## src/rtl/grass_round_ctrl.sv

```systemverilog
// Round scheduler for the Grasshopper block datapath: accepts a block, iterates it
// through the external round logic ROUNDS times, returns it. Optional: GRASS_ROUND_CTRL_DEC_EN.
module grass_round_ctrl #(
  parameter int unsigned DATA_W  = 128,
  parameter int unsigned ROUNDS  = 10,
  parameter int unsigned RND_LAT = 1
) (
  input  logic              clk,
  input  logic              rst,
  input  logic              in_valid,
  output logic              in_ready,
  input  logic [DATA_W-1:0] in_data,
`ifdef GRASS_ROUND_CTRL_DEC_EN
  input  logic              dec_i,
  output logic              rnd_inv_o,
`endif
  output logic              rnd_valid_o,
  output logic [3:0]        rnd_stage_o,
  output logic              rnd_last_o,
  output logic [DATA_W-1:0] rnd_data_o,
  input  logic [DATA_W-1:0] rnd_data_i,
  output logic              out_valid,
  input  logic              out_ready,
  output logic [DATA_W-1:0] out_data,
  output logic              busy
);

  localparam int unsigned          LAT_W     = $clog2(RND_LAT + 1);
  localparam logic [LAT_W-1:0]     LAT_MAX   = LAT_W'(RND_LAT);
  localparam logic [3:0]           STAGE_MAX = 4'(ROUNDS - 1);

  typedef enum logic [1:0] {IDLE, RUN, DONE} fsm_e;

  fsm_e              fsm_q, fsm_d;
  logic [DATA_W-1:0] data_q, data_d;
  logic [3:0]        stage_q, stage_d;
  logic [LAT_W-1:0]  lat_q, lat_d;
  logic              dec_q, dec_d;
  logic              dec_in;
  logic              final_round;

`ifdef GRASS_ROUND_CTRL_DEC_EN
  assign dec_in    = dec_i;
  assign rnd_inv_o = (fsm_q == RUN) & dec_q;
`else
  assign dec_in    = 1'b0;
`endif

  // Decrypt walks the key schedule backwards, so its final round is stage 0.
  assign final_round = dec_q ? (stage_q == 4'd0) : (stage_q == STAGE_MAX);

  assign rnd_data_o = data_q;
  assign out_data   = data_q;

  always_comb begin
    // NOTE: every signal gets a default before the case so no path can infer a latch.
    fsm_d       = fsm_q;
    data_d      = data_q;
    stage_d     = stage_q;
    lat_d       = lat_q;
    dec_d       = dec_q;
    in_ready    = 1'b0;
    busy        = (fsm_q != IDLE);
    rnd_valid_o = 1'b0;
    rnd_stage_o = 4'd0;
    rnd_last_o  = 1'b0;
    out_valid   = 1'b0;

    case (fsm_q)
      IDLE: begin
        in_ready = 1'b1;
        if (in_valid) begin
          data_d  = in_data;
          dec_d   = dec_in;
          stage_d = dec_in ? STAGE_MAX : 4'd0;
          lat_d   = '0;
          fsm_d   = RUN;
        end
      end
      RUN: begin
        rnd_valid_o = (lat_q == '0);
        rnd_stage_o = stage_q;
        rnd_last_o  = final_round;
        lat_d       = lat_q + LAT_W'(1);
        if (lat_q == LAT_MAX) begin
          data_d = rnd_data_i;
          lat_d  = '0;
          if (final_round) begin
            fsm_d = DONE;
          end else begin
            stage_d = dec_q ? (stage_q - 4'd1) : (stage_q + 4'd1);
          end
        end
      end
      DONE: begin
        out_valid = 1'b1;
        if (out_ready) fsm_d = IDLE;
      end
      default: fsm_d = IDLE;
    endcase
  end

  // NOTE: state uses non-blocking assignments; the data register is cleared on reset
  // too so rnd_data_o/out_data never expose a stale block after an abort.
  always_ff @(posedge clk) begin
    if (rst) begin
      fsm_q   <= IDLE;
      data_q  <= '0;
      stage_q <= 4'd0;
      lat_q   <= '0;
      dec_q   <= 1'b0;
    end else begin
      fsm_q   <= fsm_d;
      data_q  <= data_d;
      stage_q <= stage_d;
      lat_q   <= lat_d;
      dec_q   <= dec_d;
    end
  end

endmodule

```

## config.mk

```make
export PLATFORM = sky130hd
export DESIGN_NAME = grass_round_ctrl
export DESIGN_NICKNAME = d
export VERILOG_FILES = /design/src/rtl/grass_round_ctrl.sv
export SDC_FILE = /design/constraint.sdc
export NUM_CORES = 1
export LEC_CHECK = 0
export ABC_AREA = 1
export BUFFER_PORTS_ARGS = -buffer_cell sky130_fd_sc_hd__buf_4
export CAP_MARGIN = 40
export CORE_AREA = 4 4 205 207
export DETAILED_ROUTE_END_ITERATION = 6
export DIE_AREA = 0 0 209 211
export HOLD_SLACK_MARGIN = 0.12
export PLACE_DENSITY = 0.46
export SYNTH_ARGS = -nofsm -noshare
export SYNTH_HDL_FRONTEND = slang
export SYNTH_SLANG_ARGS = --single-unit
```

## constraint.sdc

```tcl
create_clock -name clk -period 1.37 [get_ports clk]
set_clock_uncertainty 0.05 [all_clocks]
set_input_delay 0.411 -clock clk [delete_from_list [all_inputs] [get_ports clk]]
set_output_delay 0.411 -clock clk [all_outputs]
set_load 0.05 [all_outputs]
```

# After elaboration in Yosys (flattened, before gate mapping)
# Cells that the tools add are included.
[totals] regBits=135 input_bits=260 out_inout_bits=265 elab_cells=42
[classes] add_sub_neg=2 eq_ne=8 muxes=20 n_bitwise=1 n_reduce_logical=7
[ops] cell="128-bit two-way mux" count=2
[ops] cell="128-bit one-hot mux with 2 select lines" count=1
[ops] cell="4-bit two-way mux" count=4
[ops] cell="2-bit != test (second input constant)" count=5
[ops] cell="2-bit two-way mux" count=4
[ops] cell="4-bit one-hot mux with 2 select lines" count=1
[ops] cell="4-bit AND reduction" count=2
[ops] cell="1-bit two-way mux" count=6
[ops] cell="2-bit one-hot mux with 3 select lines" count=1
[ops] cell="4-bit by 1-bit adder with 4-bit output (second input constant)" count=1
[ops] cell="4-bit == test (second input constant)" count=1
[ops] cell="2-bit nonzero test" count=2
[ops] cell="3-bit AND reduction" count=1
[ops] cell="2-bit by 1-bit == test with 1-bit output (second input constant)" count=1
[ops] cell="2-bit == test (second input constant)" count=1
[ops] cell="2-bit zero test" count=1
[ops] cell="1-bit one-hot mux with 2 select lines" count=1
[ops] cell="2-bit AND reduction" count=1
[ops] cell="1-bit adder (second input constant)" count=1
[ops] cell="1-bit inverter" count=1

# Depth between registers and ports, before layout
# Gate-level depths: netlist of run 1.
[depth] depth_word=4 ltp_mapped=9 mapped_depth_nobuf=9

# Least setup slack after synthesis of run 1
# No wires, ideal clock.
[synth_path] kind="register to register" from="reg fsm_q[0]" to="reg fsm_q[1]" setup_time_ps=116 arrival_time_ps=1678 t_required_ps=1204 slack_ps=-474 path_stages_with_launch=7 n_path_buf=1 synth_period_minus_slack_ps=1844 cell_sequence="dfxtp_1 nand2_1 buf_2 nor2_1 inv_1 nand3_1 nor2_1"
[synth_between] elab_chain_cells=3 elab_cells_between_ends=9 cone_classes="6 x eq/ne; 1 x mux; 2 x reduce/logical"
[synth_rtl] element="start, declared" line="34" text="fsm_e fsm_q, fsm_d;"
[synth_rtl] element="start signal, assigned" line="113" text="fsm_q <= fsm_d;"
[synth_rtl] element="2-bit by 1-bit == test with 1-bit output (tied with other cells)" line="69" text="case (fsm_q)"
[synth_rtl] element="2-bit != test (no source line)"
[synth_rtl] element="4-bit AND reduction (no source line)"
# Parallel ways exist; a longest one is shown, timed or not.
# A chain may end at the register's enable or synchronous reset.

# Final worst setup path of run 1
[layout_path] from="reg stage_q[1]" to="out rnd_last_o"
[layout_between] elab_chain_cells=2
[layout_rtl] element="start, declared" line="36" text="logic [3:0] stage_q, stage_d;"
[layout_rtl] element="start signal, assigned" line="115" text="stage_q <= stage_d;"
[layout_rtl] element="4-bit == test" line="50" text="assign final_round = dec_q ? (stage_q == 4'd0) : (stage_q == STAGE_MAX);"
[layout_rtl] element="1-bit two-way mux" line="69"
[layout_rtl] element="end, declared" line="19" text="output logic rnd_last_o,"
# No other way between the ends.

==> results of run 1 <==
flip-flops by register name, summed over array words and instances (netlist names):
register,flops
fsm_q,2
lat_q,1
out_data,128
stage_q,4
final cells by class:
| cell class | count | area, um2 | area share, % |
|---|---|---|---|
| clock buffers | 18 | 439.2 | 2.634 |
| inverters | 15 | 90.09 | 0.5404 |
| flip-flops and latches | 135 | 3191 | 19.14 |
| multi-input cells | 819 | 4519 | 27.11 |
| repair buffers | 637 | 7619 | 45.70 |
| well taps | 532 | 665.6 | 3.993 |
| clock inverters | 14 | 147.6 | 0.8856 |
power by group:
part / internal, mW / total [mW] / switching, mW
Sequential: 5.04 / 6.42 / 1.38
Combinational: 7.60 / 17.8 / 10.2
Clock: 2.74 / 4.71 / 1.97
Total: 15.4 / 28.9 / 13.5
cell usage after synthesis (all sizes together):
library cell  instances
o21ai               130
clkbuf               21
ha                    2
nand3                 8
nand2               403
nor3                  1
inv                  15
buf                 178
nor2                269
nand4                 1
a21oi                 5
dfxtp               135
worst reg2reg max path, stage by stage, from the launching register on:
cell	delay, ps
dfxtp_2	330
buf_6	110
nor2_4	90
buf_6	110
nand2_4	70
nand2_8	140
clkinv_16	70
buf_16	160
buf_12	140
clkbuf_16	180
nor2_2	110
nor2_1	50
layer usage:
metal,share of wire (%),track usage [%],vias up
met4,2.0,5.536,0
met3,5.7,3.668,38
met5,0,0,-
li1,-,-,4420
met2,55,28.44,356
met1,37,17.23,4263
repair_timing:
item,4_1_cts,5_1_grt
pin swaps,24,192
gates cloned,11,11
setup endpoints to repair,362,397
buffers inserted,12,41
endpoints found under the hold margin,0,0
gates resized for setup,876,355
path summary, 6_finish.rpt:
kind / cells after the start / endpoint / slack (ps) / startpoint
max: 7 / rnd_last_o / -490 / stage_q[1]
min: 3 / stage_q[0] / 220 / rst
max reg2reg: 11 / out_data[1] / -340 / fsm_q[1]
min reg2reg: 2 / out_data[46] / 480 / out_data[46]
stage by stage:
stage	area, um2	hold slack (ps)	power (mW)	TNS, ps	utilization, %
floorplan	7543	415.7	14.52	-17170	-
global placement	11250	438.6	17.82	-11590	27.86
detailed placement	11250	454.7	17.82	-11570	27.86
CTS	14970	174.0	26.77	-49830	37.09
global route	16670	196.4	30.25	-74700	41.30
finish	16670	218.6	28.93	-51240	41.30
logic make-up after synthesis:
family | Yosys count | share of synthesized area [%]
DFF | 135 | 36.44
and+or+nand+nor | 682 | 34.80
AOI/OAI and AO/OA | 135 | 9.109
adders and majority gates | 2 | 0.3373
buffers and inverters | 214 | 19.32
==> results.json, run 1 <==
{
  "synthTopCellsByArea": "dfxtp_1 36%, nand2_1 20%, nor2_1 14%",
  "path_clk_slew_ps": 60,
  "first_pass_iters": 6,
  "area_delta_synth_final_pct": 124.8,
  "die_width_um": 209,
  "setup_viol": 398,
  "holdBufCountCts": 0,
  "drv_cap": 0,
  "via_per_inst": 4.183,
  "start_util_pct": 18.37,
  "root_buffer": "clkbuf_16",
  "hold_path_class": "in -> reg",
  "gp_congestion": 0.8729,
  "rsz0062_at_grt": "true",
  "finalCritPeriodShare_pct": 135.4,
  "dp_slack_ps": -130.8,
  "finalCriticalPeriod_ps": 1856,
  "path_max_fanout": 2,
  "synth_cell_types": 18,
  "nets": 1887,
  "port_buffers": 524,
  "crit_path_cell_trace": "inv_2 -> ha_4 -> nand2_4 -> nor2_2 -> nand2_2 -> clkinvlp_4 -> buf_8",
  "synth_area_per_cell_um2": 6.350,
  "final_hold_viol_count": 0,
  "synth_nets": 1430,
  "grt_pass1_vias": 9238,
  "hpwl_mm": 23.81,
  "yosys_warnings": 0,
  "grtUsageTotal_pct": 15.38,
  "failed_checks": "setup timing",
  "ys_ff_latch": 135,
  "crit_slowest_cell": "dfxtp_2",
  "power_density_nw_per_um2": 1735,
  "instances_no_fill": 2170,
  "netlist_instances": 1168,
  "wirelength_mm": 38.08,
  "cp_slowest_stage_delay_ps": 330,
  "layout_commonest_cell": "nand2_1",
  "cts_sinks": 135,
  "vias": 9077,
  "required_ps": 910,
  "drive_gt1_share_pct": 61.84,
  "die_area_um2": 44100,
  "drt_iter0_drc": 293,
  "relSlewSlack_pct": 75.72,
  "ios": 525,
  "drc_errors": 0,
  "htree_levels": 4,
  "irDropWorstVdd_uv": 767.8,
  "drv_slew": 0,
  "yosysTopAreaCell": "dfxtp_1",
  "coreArea_um2": 40370,
  "grt_start_max_net_pins": 65,
  "die_h_um": 211,
  "crit_family": "flip-flops",
  "grt_overflow": 0,
  "place_inst": 2070,
  "cts_buffers": 17,
  "crit_type": "reg -> out",
  "endpoint_kind": "output port",
  "cts_tree": "built",
  "wl_per_cell_um": 17.55,
  "netlist_area_um2": 7417,
  "status": "complete, but fails checks",
  "fmax_mhz": 538.9,
  "worst_slew_pin_slew_ps": 364.2,
  "critPathArrivalTime_ps": 1390,
  "synth-seq-area-share_pct": 36.44,
  "fill_cells": 4051,
  "antenna_left": 0,
  "synth_top_area_share_pct": 36.44,
  "cp_num_buf_inv": 3,
  "core.rowCount": 74,
  "cts_buffer_depth": 2,
  "grt_pass1_wl_mm": 53.10,
  "p_leak_nw": 7.591,
  "crit_path_start_kind": "flop",
  "setup_slack_ps": -485.5,
  "antenna_found_initial": 0,
  "final_cell_mix": "397 x nand2_1, 305 x buf_4, 263 x buf_8, 129 x dfxtp_4, 124 x nor2_4",
  "clk_latency_ps": 430,
  "antenna_cells": 0
}
No activity file was read; power rests on OpenSTA's default activity.
==> inputs of run 2 (changes only) <==
TNS_END_PERCENT = 30   (was not set)
==> run 2 against run 1 <==
Highest routed layer is now met5. Cell area shrank 8.6%. Power shrank 7.2%. Non-clock buffer count shrank 8. The flow still finishes with violations (setup timing). Final cell count shrank 0.41%.
==> results.json, run 2 (synthesis gave the netlist of run 1 again) <==
{
  "status": "complete, but fails checks",
  "failed_checks": "setup timing",
  "crit_type": "reg -> out",
  "drv_slew": 0,
  "grtUsageTotal_pct": 13.51,
  "p_int_mw": 14.01,
  "irDropWorstVdd_uv": 810.2,
  "clk_latency_ps": 430,
  "nets": 1880,
  "drt_iter0_drc": 420,
  "port_buffers": 524,
  "required_ps": 910,
  "p_switching_mw": 12.82,
  "crit_path_start_kind": "flop",
  "hold_end": "stage_q[1]",
  "wirelength_mm": 37.02,
  "core.rowCount": 74,
  "dpl_cell_area_um2": 11320,
  "crit_slowest_cell": "dfxtp_2",
  "gp_congestion": 0.8157,
  "cts_buffers": 17,
  "antenna_left": 0,
  "final_hold_viol_count": 0,
  "die_h_um": 211,
  "setup_slack_ps": -516.1,
  "timing.rr.start": "fsm_q[1]",
  "via_per_inst": 4.145,
  "antenna_found_initial": 1,
  "cts_buffer_depth": 2,
  "drive_gt1_share_pct": 56.66,
  "htree_levels": 4,
  "ios": 525,
  "crit_family": "flip-flops",
  "regToRegSetupSlack_ps": -310,
  "endpoint_kind": "output port",
  "wl_per_cell_um": 17.13,
  "final_cell_mix": "393 x nand2_1, 333 x buf_4, 163 x nor2_1, 124 x buf_8, 117 x buf_6",
  "switching_share_pct": 47.78,
  "layout_commonest_cell": "nand2_1",
  "first_pass_iters": 4,
  "grt_pass1_vias": 8539,
  "cts_sinks": 135,
  "critPathArrivalTime_ps": 1430,
  "hpwl_mm": 23.25,
  "cts_tree": "built",
  "r2r_cells": 10,
  "drv_cap": 0,
  "power_frac_seq_pct": 22.6,
  "largest_register_ffs": 128,
  "drc_errors": 0,
  "worst_slew_pin_slew_ps": 366.8,
  "die_width_um": 209,
  "instances_no_fill": 2161,
  "relSlewSlack_pct": 75.55,
  "power_density_nw_per_um2": 1762,
  "setup_viol": 397,
  "finalCritPeriodShare_pct": 137.7,
  "r2r-end": "out_data[118]",
  "pwr-share-comb_pct": 61.6,
  "p_leak_nw": 7.303,
  "root_buffer": "clkbuf_16",
  "setup_tns_ps": -51390,
  "area_delta_synth_final_pct": 105.4,
  "antenna_cells": 0,
  "coreArea_um2": 40370,
  "holdBufCountCts": 0,
  "clock_power_share_pct": 15.7,
  "dp_slack_ps": -144.5,
  "die_area_um2": 44100,
  "start_util_pct": 18.37,
  "path_max_fanout": 2,
  "hold_start": "rst",
  "grt_overflow": 0,
  "hold_path_class": "in -> reg",
  "vias": 8958,
  "rsz0062_at_grt": "true",
  "cp_slowest_stage_delay_ps": 330,
  "finalPower_mw": 26.83,
  "final_area_um2": 15230,
  "grt_start_max_net_pins": 65,
  "place_inst": 2077,
  "grt_pass1_wl_mm": 47.70,
  "path_clk_slew_ps": 60,
  "cp_num_buf_inv": 3,
  "crit_path_cell_trace": "inv_2 -> ha_4 -> nand2_4 -> nor2_2 -> nand2_2 -> clkinvlp_4 -> buf_8",
  "fmax_mhz": 530.2,
  "finalCriticalPeriod_ps": 1886,
  "worstHoldPathCells": 3
}
==> run 2: how the worst max path moves through the flow <==
stage                    start  cells past startpoint      endpoint
detailed placement  stage_q[1]                      7    rnd_last_o
CTS                 stage_q[1]                      7    rnd_last_o
global placement    stage_q[1]                      7    rnd_last_o
finish              stage_q[1]                      7    rnd_last_o
global route        stage_q[1]                      7    rnd_last_o
floorplan             fsm_q[0]                      8  out_data[61]
==> run 2: cell type report <==
cell class                      count  area, um2
Fill cell                        4125      25140
Timing Repair Buffer              629       6930
Multi-Input combinational cell    819       4025
Sequential cell                   135       2984
Tap cell                          532      665.6
Clock buffer                       21      460.4
Inverter                           15      95.09
Clock inverter                      9      55.05
Timing Repair inverter              1      16.27
==> run 2: power by group through the flow <==
stage	Sequential [mW]	Combinational, mW	Clock (mW)
final	6.07	16.5	4.22
after floorplan	7.87	6.63	0
after global routing	6.19	17.3	4.55
after detailed placement	5.56	12.4	0
after global placement	5.56	12.4	0
after CTS	6.01	13.7	4.36
==> run 2: layer usage <==
metal,vias to the layer above,part of all wire [%],track usage [%]
li1,4384,-,-
met5,-,0.030,0
met1,4176,39,15.91
met2,358,53,23.89
met4,2,1.8,3.735
met3,38,6.4,4.144
==> run 2: through the flow <==
step,utilization (%),hold WS (ps)
floorplan,-,409.6
global placement,28.05,476.2
detailed placement,28.05,480.2
CTS,33.12,173.6
global route,37.73,187.4
finish,37.73,209.9
==> run 2: timing repair <==
item / 4_1_cts / 5_1_grt
cloned: 0 / 38
pin swaps: 9 / 101
setup endpoints to repair: 359 / 399
setup buffers: 6 / 10
resized for setup: 486 / 350
==> run 2: worst min-delay path, cell delays in order <==
cell,delay [ps]
buf_4,90
buf_4,110
a21oi_2,40
